File: config.mk
export PLATFORM = sky130hd
export DESIGN_NAME = gardner_ted_pam_core
export DESIGN_NICKNAME = d
export VERILOG_FILES = /design/src/rtl/gardner_ted_pam_core.sv
export SDC_FILE = /design/constraint.sdc
export NUM_CORES = 1
export LEC_CHECK = 0
export ABC_AREA = 0
export BUFFER_PORTS_ARGS = -buffer_cell sky130_fd_sc_hd__buf_2
export CORE_MARGIN = 1
export CORE_UTILIZATION = 30
export CTS_BUF_LIST = sky130_fd_sc_hd__clkbuf_8
export CTS_CLUSTER_DIAMETER = 120
export CTS_CLUSTER_SIZE = 10
export DETAILED_ROUTE_END_ITERATION = 16
export SLEW_MARGIN = 5
export SYNTH_ARGS = -nofsm -noshare
export SYNTH_HDL_FRONTEND = slang
export SYNTH_SLANG_ARGS = --single-unit
File: constraint.sdc
create_clock -name clk -period 17.25 [get_ports clk]
set_clock_uncertainty 0.05 [all_clocks]
set_input_delay 1.725 -clock clk [delete_from_list [all_inputs] [get_ports clk]]
set_output_delay 1.725 -clock clk [all_outputs]
set_load 0.05 [all_outputs]
File: src/rtl/gardner_ted_pam_core.sv
// Gardner timing-error detector for a real PAM stream: e = (s[0] - s[N]) * s[N/2] on trigger.
// Optional GARDNER_TED_TRIGGER_HOLD_EN keeps a trigger that arrives while the output is busy.
module gardner_ted_pam_core #(
  parameter int SamplesPerSymbol = 4,
  parameter int InputLengthBits  = 12,
  parameter int OutputLengthBits = 25
) (
  input  logic                        clk,
  input  logic                        rst,
  input  logic [InputLengthBits-1:0]  in,
  input  logic                        in_valid,
  input  logic                        trigger,
  output logic [OutputLengthBits-1:0] out,
  output logic                        out_valid,
  input  logic                        out_ready
);

  localparam int N  = SamplesPerSymbol;
  localparam int IL = InputLengthBits;
  localparam int OL = OutputLengthBits;
  localparam int DW = IL + 1;
  localparam int PW = 1 + 2 * IL;

  if ((N % 2) != 0 || N < 2) begin : g_bad_sps
    $error("SamplesPerSymbol must be even and >= 2");
  end
  if (OL < PW) begin : g_bad_olb
    $error("OutputLengthBits must be >= 1+2*InputLengthBits");
  end

  logic signed [IL-1:0] win_q [0:N];
  logic signed [IL-1:0] win_d [0:N];
  logic signed [DW-1:0] diff_s;
  logic signed [PW-1:0] prod_s;
  logic signed [OL-1:0] err_s;
  logic [OL-1:0]        out_q, out_d;
  logic                 out_valid_q, out_valid_d;
  logic                 stage_free_s;
  logic                 take_s;

  // Sample window shift: newest sample enters at index 0.
  always_comb begin
    for (int k = 0; k <= N; k++) begin
      win_d[k] = win_q[k];
    end
    if (in_valid) begin
      for (int k = 1; k <= N; k++) begin
        win_d[k] = win_q[k-1];
      end
      win_d[0] = $signed(in);
    end else begin
      for (int k = 0; k <= N; k++) begin
        win_d[k] = win_q[k];
      end
    end
  end

  // Error term from the window as registered before this cycle's shift.
  always_comb begin
    diff_s = DW'(win_q[0]) - DW'(win_q[N]);
    prod_s = PW'(diff_s) * PW'(win_q[N/2]);
    err_s  = OL'(prod_s);
  end

  assign stage_free_s = ~out_valid_q | out_ready;

`ifdef GARDNER_TED_TRIGGER_HOLD_EN
  logic pend_q, pend_d;

  assign take_s = trigger | pend_q;

  // Pending-trigger flag: set by a trigger that meets a busy stage, cleared once loaded.
  always_comb begin
    pend_d = pend_q;
    if (stage_free_s) begin
      pend_d = 1'b0;
    end else if (trigger) begin
      pend_d = 1'b1;
    end else begin
      pend_d = pend_q;
    end
  end

  // Pending-flag register.
  always_ff @(posedge clk or posedge rst) begin
    if (rst) begin
      pend_q <= 1'b0;
    end else begin
      pend_q <= pend_d;
    end
  end
`else
  assign take_s = trigger;
`endif

  // Output stage: load on a take when free, drop valid on acceptance, otherwise hold.
  always_comb begin
    out_d       = out_q;
    out_valid_d = out_valid_q;
    if (stage_free_s) begin
      if (take_s) begin
        out_d       = err_s;
        out_valid_d = 1'b1;
      end else begin
        out_d       = out_q;
        out_valid_d = 1'b0;
      end
    end else begin
      out_d       = out_q;
      out_valid_d = out_valid_q;
    end
  end

  // State registers.
  always_ff @(posedge clk or posedge rst) begin
    if (rst) begin
      for (int k = 0; k <= N; k++) begin
        win_q[k] <= '0;
      end
      out_q       <= '0;
      out_valid_q <= 1'b0;
    end else begin
      for (int k = 0; k <= N; k++) begin
        win_q[k] <= win_d[k];
      end
      out_q       <= out_d;
      out_valid_q <= out_valid_d;
    end
  end

  assign out       = out_q;
  assign out_valid = out_valid_q;

endmodule

==> results of run 1 <==
-- tightest hold or removal path, cell delays in order, from the launching register on --
cell	delay, ps
sky130_fd_sc_hd__dfrtp_1	350
sky130_fd_sc_hd__nand2_1	40
sky130_fd_sc_hd__o21ai_0	50
-- placed cells by master (no fill, tap or decap), types with 2 or more instances in the layout --
| master | instances |
|---|---|
| sky130_fd_sc_hd__a31oi_1 | 3 |
| sky130_fd_sc_hd__and2_1 | 49 |
| sky130_fd_sc_hd__nor2_1 | 16 |
| sky130_fd_sc_hd__nand4_1 | 2 |
| sky130_fd_sc_hd__o21ai_1 | 11 |
| sky130_fd_sc_hd__xnor2_1 | 18 |
| sky130_fd_sc_hd__maj3_1 | 2 |
| sky130_fd_sc_hd__xor2_1 | 15 |
| sky130_fd_sc_hd__ha_1 | 66 |
| sky130_fd_sc_hd__fa_1 | 146 |
| sky130_fd_sc_hd__nand3_1 | 2 |
| sky130_fd_sc_hd__mux2_2 | 48 |
| sky130_fd_sc_hd__clkbuf_8 | 11 |
| sky130_fd_sc_hd__a211oi_1 | 2 |
| sky130_fd_sc_hd__nand2_1 | 134 |
| sky130_fd_sc_hd__and3_2 | 3 |
| sky130_fd_sc_hd__a21oi_1 | 19 |
| sky130_fd_sc_hd__nor3b_1 | 2 |
| sky130_fd_sc_hd__bufinv_16 | 2 |
| sky130_fd_sc_hd__o211ai_1 | 6 |
| sky130_fd_sc_hd__a311oi_1 | 2 |
| sky130_fd_sc_hd__a21o_1 | 9 |
| sky130_fd_sc_hd__inv_1 | 198 |
| sky130_fd_sc_hd__o21bai_1 | 2 |
| sky130_fd_sc_hd__buf_2 | 42 |
| sky130_fd_sc_hd__nor3_1 | 7 |
| sky130_fd_sc_hd__dfrtp_1 | 86 |
| sky130_fd_sc_hd__nor2b_1 | 24 |
| sky130_fd_sc_hd__o21ai_0 | 29 |
| sky130_fd_sc_hd__nand2b_1 | 14 |
| sky130_fd_sc_hd__a21boi_1 | 2 |
| sky130_fd_sc_hd__buf_4 | 3 |
| sky130_fd_sc_hd__o21a_1 | 4 |
-- metal layers --
metal / part of all wire / track usage / vias to the layer above
met1: 0.46 / 0.177 / 3244
met2: 0.49 / 0.225 / 84
li1: - / - / 3043
met3: 0.029 / 0.0200 / 18
met5: 0 / 0 / -
met4: 0.017 / 0.0342 / 0
-- per-stage QoR --
step / util / setup slack (ps)
detailed placement: 0.322 / 9540
global placement: 0.322 / 9680
finish: 0.330 / 9590
floorplan: - / 10640
global route: 0.330 / 9020
CTS: 0.330 / 9540
-- flip-flops by register name (all words and copies together) (netlist names) --
name and flops:
out_valid 1, out 25, win_q 60
-- final timing paths --
path / end / slack (ps) / cells after the start
max: out[22]$_DFFE_PP0P_ / 9590 / 23
min: out[10]$_DFFE_PP0P_ / 430 / 2
max reg2reg: out[22]$_DFFE_PP0P_ / 9590 / 23
min reg2reg: out[10]$_DFFE_PP0P_ / 430 / 2
max in group asynchronous: win_q[9]$_DFFE_PP0P_ / 14730 / 3
min in group asynchronous: out[6]$_DFFE_PP0P_ / 1260 / 2
-- kinds of logic after synthesis --
group / share of synthesized area
AOI/OAI and AO/OA: 0.0677
muxes: 0.0575
DFF: 0.225
and+or+nand+nor: 0.132
adders and majority gates: 0.394
xor gates and xnor gates: 0.0302
buffers and inverters: 0.0942
-- final cells by class --
class / count / area share
timing repair buffer: 45 / 0.0224
clock buffer: 11 / 0.0146
inverter: 198 / 0.0717
sequential: 86 / 0.207
multi-input combinational: 658 / 0.628
clock inverter: 5 / 0.00783
tap: 402 / 0.0484
==> results_dict.tcl, run 1 <==
set metrics [dict create \
    status "finished clean" \
    critical-path-top-delay-family "adder cells" \
    combined_flip_flop_and_latch_cell_area_um2 2150 \
    synth.most_common_cell "sky130_fd_sc_hd__inv_1" \
    startpoint_of_the_most_critical_register_to_register_path "win_q[56]$_DFFE_PP0P_" \
    post-synth-top-area-cell "sky130_fd_sc_hd__fa_1" \
    place.gp.congestion 0.820 \
    tritoncts_buffer_count 9 \
    crit_path_max_incr_delay_ps 870 \
    cts_max_path_buffers 2 \
    wire_length_of_the_first_global_routing_pass_um 34800 \
    report.final.setup_viol 0 \
    worst_setup_path_startpoint "win_q[56]$_DFFE_PP0P_" \
    end_kind "flip-flop" \
    fillCellCount 3247 \
    die_w_um 181 \
    postRouteAntennaNets 0 \
    placementRows 65 \
    final_cell_count_no_fill 1405 \
    setup_repair_after_global_routing_missed_its_margin "false" \
    area_delta_synth_final_pct 8.47 \
    initial_antenna_violation_count 0 \
    die-area_um2 32600 \
    yosys.cell_types.count 54 \
    detailed_place.area_um2 10100 \
    whs_ps 427 \
    worstPathArrival_ps 7850 \
    globalRoute.totalOverflow 0 \
    initial_utilization 0.304 \
    groute.usage.overall 0.133 \
    worstPathCellList "ha_1, a21o_1, a21o_1, a41oi_1, nor2_1, a21oi_1, nand2_1, fa_1, inv_1, ha_1, inv_1, fa_1, fa_1, fa_1, inv_1, ha_1, and2_4, a221o_1, a2111oi_4, a21oi_1, a31oi_1, xor2_1, o21ai_1" \
    worst_path_most_repeated_cell "sky130_fd_sc_hd__fa_1" \
    route.detailed.drc 0 \
    post_cts_resize_count 0 \
    yosysSeqAreaShare 0.225 \
    route.vias.total 6389 \
    hold_violations 0 \
    clock_latency_ps 380 \
    timing.setup.critical_path_class "flip-flop to flip-flop" \
    timing.critical_path.fanout_max 16 \
    post-route-period-util 0.444 \
    vias_per_cell 4.55 \
    min_cycle_time_layout_ps 7660 \
    area_taken_by_multi_input_logic_gates_um2 6520 \
    cts_root_buf "sky130_fd_sc_hd__clkbuf_8" \
    chipHeight_um 181 \
    timing.hold.worst.start "out[10]$_DFFE_PP0P_" \
    drv_slew 0 \
    worst_hold_path_type "flip-flop to flip-flop" \
    dpl.cell_count 1389 \
    number_of_nets_in_the_layout 1227 \
    num_ports 43 \
    max_cap_violations 0 \
    worst_slew_pin_slew_ps 1140 \
    diodes 0 \
    cts_hold_buffers 0 \
    final.setup.tns_ps 0 \
    startpoint_type "flip-flop" \
    avgSynthCellArea_um2 9.77 \
    timing.critical_path.required_ps 17440 \
    synth_warnings 0 \
    max_clock_freq_mhz 131 \
    fraction_of_final_layout_cells_sized_beyond_drive_strength_1 0.120 \
    ys_ff_latch 86 \
    syn_inst 980 \
    worst_slew_margin 0.231 \
    drt_pre_antenna_iters 4 \
    synth_largest_type_area_fraction 0.305 \
    worst_path_max_delay_cell "sky130_fd_sc_hd__a21oi_1" \
    postSynth.asyncResetShare 1.00 \
    cts_post_setup_buffers_inserted 0 \
    core-area_um2 31500 \
    synth_nets 1209 \
    cp.buffers_inverters 3 \
    dominantRegCellSynth "sky130_fd_sc_hd__dfrtp_1" \
    area_contributors_post_synth "sky130_fd_sc_hd__fa_1 31%, sky130_fd_sc_hd__dfrtp_1 22%, sky130_fd_sc_hd__ha_1 8.6%" \
    detailed_place_hpwl_um 15500 \
    mappedNetlistArea_um2 9570 \
    clkSlewWorstSetupHoldPaths_ps 90 \
    post_drt_wl_per_cell_um 14.0 \
    routed_wirelength_um 19700 \
    clock-sinks 86 \
    number_of_input_and_output_port_buffers_inserted 42 \
    first_global_vias 6907 \
    synth_edf_count 0 \
    drtIter0Drc 286 \
    grt_start_max_net_pins 74 \
    tritoncts "yes" \
    post_synth_most_frequent_cells "198 x sky130_fd_sc_hd__inv_1, 146 x sky130_fd_sc_hd__fa_1, 134 x sky130_fd_sc_hd__nand2_1" \
    stdcell_area_um2 10400 \
    cts.htree.levels 3 \
]
Power of run 1 is not shown: default switching activity piles up to over one toggle a cycle in this logic, so the estimate is an artifact.
==> inputs of run 2 (changes only) <==
==> constraint.sdc (replaced) <==
create_clock -name clk -period 6.5 [get_ports clk]
set_clock_uncertainty 0.05 [all_clocks]
set_input_delay 0.65 -clock clk [delete_from_list [all_inputs] [get_ports clk]]
set_output_delay 0.65 -clock clk [all_outputs]
set_load 0.05 [all_outputs]
==> run 2 against run 1 <==
Net effect:
- the flow now finishes with violations (setup timing)
- core utilization increased by 4.0 points
- cell area increased by 12%
- critical path depth increased by 6
- wire length increased by 3.9%
- non-clock buffer count increased by 103
- hold slack got worse by 240 ps
- die area unchanged
- via count increased by 5.2%
- global-route usage increased by 0.23 points
- register-to-register slack got worse by 9800 ps
- setup slack got worse by 9800 ps
==> results_dict.tcl, run 2 (same netlist as run 1, synthesis figures left out) <==
set metrics [dict create \
    status "finished with violations" \
    violations_in_the_final_reports "setup timing" \
    vias_per_cell 4.46 \
    area_taken_by_multi_input_logic_gates_um2 6970 \
    final_cell_count_no_fill 1507 \
    first_global_vias 7407 \
    worst_path_max_delay_cell "sky130_fd_sc_hd__fa_1" \
    grt_start_max_net_pins 74 \
    startpoint_type "flip-flop" \
    timing.critical_path.required_ps 6690 \
    chipHeight_um 181 \
    globalRoute.totalOverflow 0 \
    initial_utilization 0.304 \
    max_clock_freq_mhz 149 \
    fraction_of_final_layout_cells_sized_beyond_drive_strength_1 0.281 \
    die_w_um 181 \
    core-area_um2 31500 \
    clkSlewWorstSetupHoldPaths_ps 100 \
    route.detailed.drc 0 \
    detailed_place_hpwl_um 15900 \
    num_ports 43 \
    regMostFlops "win_q" \
    number_of_input_and_output_port_buffers_inserted 42 \
    cts_max_path_buffers 2 \
    postRouteAntennaNets 0 \
    setup_repair_after_global_routing_missed_its_margin "true" \
    drtIter0Drc 221 \
    timing.critical_path.fanout_max 6 \
    cts_hold_buffers 0 \
    drv_slew 0 \
    groute.usage.overall 0.135 \
    top_library_cells_by_usage_in_the_layout_fill_and_taps_aside "184 x sky130_fd_sc_hd__inv_1, 134 x sky130_fd_sc_hd__fa_1, 127 x sky130_fd_sc_hd__nand2_1" \
    dpl.cell_count 1473 \
    die-area_um2 32600 \
    drt_pre_antenna_iters 4 \
    tritoncts_buffer_count 9 \
    fillCellCount 3133 \
    crit_path_max_incr_delay_ps 540 \
    area_delta_synth_final_pct 21.8 \
    worstPathArrival_ps 6890 \
    largest_register_ffs 60 \
    tritoncts "yes" \
    combined_flip_flop_and_latch_cell_area_um2 2150 \
    post_drt_wl_per_cell_um 13.6 \
    end_kind "flip-flop" \
    timing.setup.critical_path_class "flip-flop to flip-flop" \
    number_of_nets_in_the_layout 1330 \
    post-route-period-util 1.03 \
    cts.htree.levels 3 \
    worst_path_most_repeated_cell "sky130_fd_sc_hd__fa_1" \
    cts_root_buf "sky130_fd_sc_hd__clkbuf_8" \
    max_cap_violations 0 \
    worst_hold_path_type "input port to async pin" \
    diodes 0 \
    report.final.setup_viol 6 \
    layout_setup_ws_ps -202 \
    worst_slew_pin_slew_ps 824 \
    clock_latency_ps 380 \
    clock-sinks 86 \
    most_common_cell_after_layout_fill_and_taps_aside "sky130_fd_sc_hd__inv_1" \
    min_cycle_time_layout_ps 6700 \
    wire_length_of_the_first_global_routing_pass_um 35700 \
    route.vias.total 6720 \
    placementRows 65 \
    hold_violations 0 \
    initial_antenna_violation_count 0 \
    routed_wirelength_um 20500 \
    place.gp.congestion 0.813 \
    worst_slew_margin 0.449 \
]
[run 2: final timing paths]
| check | startpoint | to | slack [ps] | cells after the start |
|---|---|---|---|---|
| max | win_q[48]$_DFFE_PP0P_ | out[22]$_DFFE_PP0P_ | -200 | 29 |
| min | rst | out[6]$_DFFE_PP0P_ | 190 | 2 |
| max reg2reg | win_q[48]$_DFFE_PP0P_ | out[22]$_DFFE_PP0P_ | -200 | 29 |
| min reg2reg | out[4]$_DFFE_PP0P_ | out[4]$_DFFE_PP0P_ | 430 | 2 |
| max in group asynchronous | rst | win_q[57]$_DFFE_PP0P_ | 5030 | 3 |
| min in group clk | out[4]$_DFFE_PP0P_ | out[4]$_DFFE_PP0P_ | 430 | 2 |
[run 2: cell type report]
| type | instances | share of cell area |
|---|---|---|
| well taps | 402 | 0.0432 |
| repair buffers | 148 | 0.0901 |
| multi-input cells | 658 | 0.598 |
| inverters | 198 | 0.0639 |
| clock inverters | 6 | 0.00955 |
| flip-flops and latches | 86 | 0.185 |
| clock buffers | 9 | 0.0106 |
[run 2: timing repair]
item	CTS	global route
endpoints found under the setup margin	12	13
gates resized for setup	47	59
pin swaps	46	43
hold endpoints to repair	0	0
buffers inserted	9	9
gates cloned	1	1
[run 2: worst max-delay path, delay by kind of cell (launching register included)]
family / cells / cell delay [ps]
AO/OA/AOI/OAI: 8 / 1460
XOR/XNOR: 1 / 170
adder cells (fa/ha/maj): 8 / 3310
buffers and inverters: 8 / 700
flip-flops: 1 / 370
AND/OR/NAND/NOR: 4 / 500
[run 2: metrics by stage]
stage / setup WS, ps / util / instance area, µm² / hold slack [ps] / TNS, ps
finish: -202 / 0.370 / 11700 / 188 / -574
CTS: -175 / 0.360 / 11300 / 192 / -444
global placement: -261 / 0.343 / 10800 / 408 / -1350
floorplan: 12.2 / - / 9600 / 399 / 0
detailed placement: -392 / 0.343 / 10800 / 411 / -2330
global route: -472 / 0.370 / 11700 / 199 / -3170
[run 2: metal layers]
layer / GRT usage / share of wire / routed length, µm
met1: 0.168 / 0.45 / 9200
met2: 0.245 / 0.51 / 10500
met3: 0.0230 / 0.027 / 558
met4: 0.0274 / 0.0085 / 174
met5: 0 / 0 / 0
Power of run 2 is left out for the same reason.
==> inputs of run 3 (changes only) <==
--- a/config.mk
+++ b/config.mk
@@ -13,6 +13,7 @@
 export CTS_CLUSTER_DIAMETER = 120
 export CTS_CLUSTER_SIZE = 10
 export DETAILED_ROUTE_END_ITERATION = 16
+export PLACE_DENSITY = 0.53
 export SLEW_MARGIN = 5
 export SYNTH_ARGS = -nofsm -noshare
 export SYNTH_HDL_FRONTEND = slang
==> run 3 against run 2 <==
Net effect:
- the run ends with DRC, setup timing left
- wire length up 1.2%
- non-clock buffer count is 13 higher
- die area unchanged
- cell count rose by 1.0%
- setup slack improved by 140 ps
- fmax is 2.2% higher
- clock-buffer cell count unchanged
- core utilization is 0.13 points higher
==> results_dict.tcl, run 3 (same netlist as run 1, synthesis figures left out) <==
set metrics [dict create \
    min_cycle_time_layout_ps 6560 \
    top_library_cells_by_usage_in_the_layout_fill_and_taps_aside "184 x sky130_fd_sc_hd__inv_1, 138 x sky130_fd_sc_hd__fa_1, 124 x sky130_fd_sc_hd__nand2_1" \
    worst_path_most_repeated_cell "sky130_fd_sc_hd__fa_1" \
    place.gp.congestion 0.805 \
    number_of_nets_in_the_layout 1344 \
    crit_path_max_incr_delay_ps 560 \
    cts_hold_buffers 0 \
    report.final.setup_viol 2 \
    postRouteAntennaNets 0 \
    grt_start_max_net_pins 74 \
    setup_repair_after_global_routing_missed_its_margin "true" \
    route.vias.total 6742 \
    hold_violations 0 \
    timing.critical_path.fanout_max 5 \
    layout_setup_ws_ps -58.5 \
    core-area_um2 31500 \
    wire_length_of_the_first_global_routing_pass_um 36100 \
    largest_register_ffs 60 \
    die_w_um 181 \
    worst_path_max_delay_cell "sky130_fd_sc_hd__fa_1" \
    drt_pre_antenna_iters 10 \
    post_drt_wl_per_cell_um 13.6 \
    worstPathArrival_ps 6750 \
    chipHeight_um 181 \
    first_global_vias 7329 \
    num_ports 43 \
    whs_ps 185 \
    globalRoute.totalOverflow 0 \
    vias_per_cell 4.43 \
    startpoint_type "flip-flop" \
    die-area_um2 32600 \
    most_common_cell_after_layout_fill_and_taps_aside "sky130_fd_sc_hd__inv_1" \
    cts_root_buf "sky130_fd_sc_hd__clkbuf_8" \
    tritoncts_buffer_count 9 \
    max_cap_violations 0 \
    diodes 0 \
    post-route-period-util 1.01 \
    timing.critical_path.required_ps 6700 \
    cts.htree.levels 3 \
    timing.setup.critical_path_class "flip-flop to flip-flop" \
    drv_slew 0 \
    area_delta_synth_final_pct 22.2 \
    clock_latency_ps 390 \
    detailed_place_hpwl_um 16000 \
    status "finished with violations" \
    worst_setup_path_startpoint "win_q[1]$_DFFE_PP0P_" \
    drtIter0Drc 232 \
    reg2reg_depth 25 \
    fraction_of_final_layout_cells_sized_beyond_drive_strength_1 0.282 \
    crit_end "out[24]$_DFFE_PP0P_" \
    max_clock_freq_mhz 152 \
    cp.buffers_inverters 4 \
    regMostFlops "win_q" \
    clock-sinks 86 \
    violations_in_the_final_reports "DRC, setup timing" \
    route.detailed.drc 2 \
    worst_slew_pin_slew_ps 825 \
    initial_utilization 0.304 \
    groute.usage.overall 0.138 \
    timing.reg2reg.setup_slack_ps -60 \
    number_of_input_and_output_port_buffers_inserted 42 \
    initial_antenna_violation_count 0 \
    worst_hold_path_type "input port to async pin" \
    worst_slew_margin 0.448 \
    fillCellCount 3212 \
    placementRows 65 \
    cts_max_path_buffers 2 \
    end_kind "flip-flop" \
    tritoncts "yes" \
    critical-path-top-delay-family "adder cells" \
    crit_path_depth 25 \
    timing.rr.end "out[24]$_DFFE_PP0P_" \
    routed_wirelength_um 20700 \
    startpoint_of_the_most_critical_register_to_register_path "win_q[1]$_DFFE_PP0P_" \
    clkSlewWorstSetupHoldPaths_ps 110 \
]
## run 3: cell types whose count changed in the layout (fill, tap and decap cells not counted), sizes merged
cell / delta
buf: +13
bufinv: -3
clkinvlp: +1
inv: +3
nand2: +1
## run 3: repair_timing
action / 4_1_cts / 5_1_grt
gates resized for setup: 34 / 69
pin swaps: 41 / 44
hold endpoints to repair: 0 / 0
endpoints found under the setup margin: 11 / 14
cloned: 2 / 1
buffers inserted: 5 / 18
## run 3: worst register-to-register path: cells and delay by family (launching register included)
family | cells | cell delay (ps)
adders and majority gates | 7 | 3110
AOI/OAI and AO/OA | 10 | 2040
DFF | 1 | 420
and+or+nand+nor | 3 | 340
buffers and inverters | 4 | 280
xor gates and xnor gates | 1 | 140
## run 3: worst min path at each step
| stage | end | slack, ps | cells past startpoint | from |
|---|---|---|---|---|
| after floorplan | win_q[10]$_DFFE_PP0P_ | 400 | 2 | win_q[22]$_DFFE_PP0P_ |
| after global placement | out[0]$_DFFE_PP0P_ | 410 | 2 | out[0]$_DFFE_PP0P_ |
| after detailed placement | out[5]$_DFFE_PP0P_ | 410 | 2 | out[5]$_DFFE_PP0P_ |
| after CTS | out[6]$_DFFE_PP0P_ | 190 | 2 | rst |
| after global routing | out[6]$_DFFE_PP0P_ | 210 | 2 | rst |
| final | out[6]$_DFFE_PP0P_ | 180 | 2 | rst |
## run 3: stage by stage
stage / area, µm² / setup TNS, ps / worst slack [ps] / util / instances
final: 11700 / -95.0 / -58.5 / 0.372 / 1522
after global routing: 11700 / -1810 / -378 / 0.372 / 1522
after CTS: 11300 / -511 / -179 / 0.358 / 1504
after floorplan: 9600 / 0 / 12.2 / - / 980
after detailed placement: 10900 / -1600 / -353 / 0.345 / 1481
after global placement: 10900 / -1310 / -262 / 0.345 / 1481
## run 3: cell type report
class	instances	area, µm²	share of cell area
repair buffers	161	1130	0.0970
clock buffers	9	124	0.0106
well taps	402	503	0.0430
inverters	198	744	0.0636
multi-input cells	659	6980	0.596
flip-flops and latches	86	2150	0.184
clock inverters	7	63.8	0.00546
## run 3: metal layers
metal  global-route usage  share of wire  up-vias
met5                    0              0        -
met4               0.0321          0.010        0
met3               0.0190          0.019       14
met2                0.238           0.49       56
met1                0.182           0.48     3389
li1                     -              -     3283
Power of run 3 is left out for the same reason.
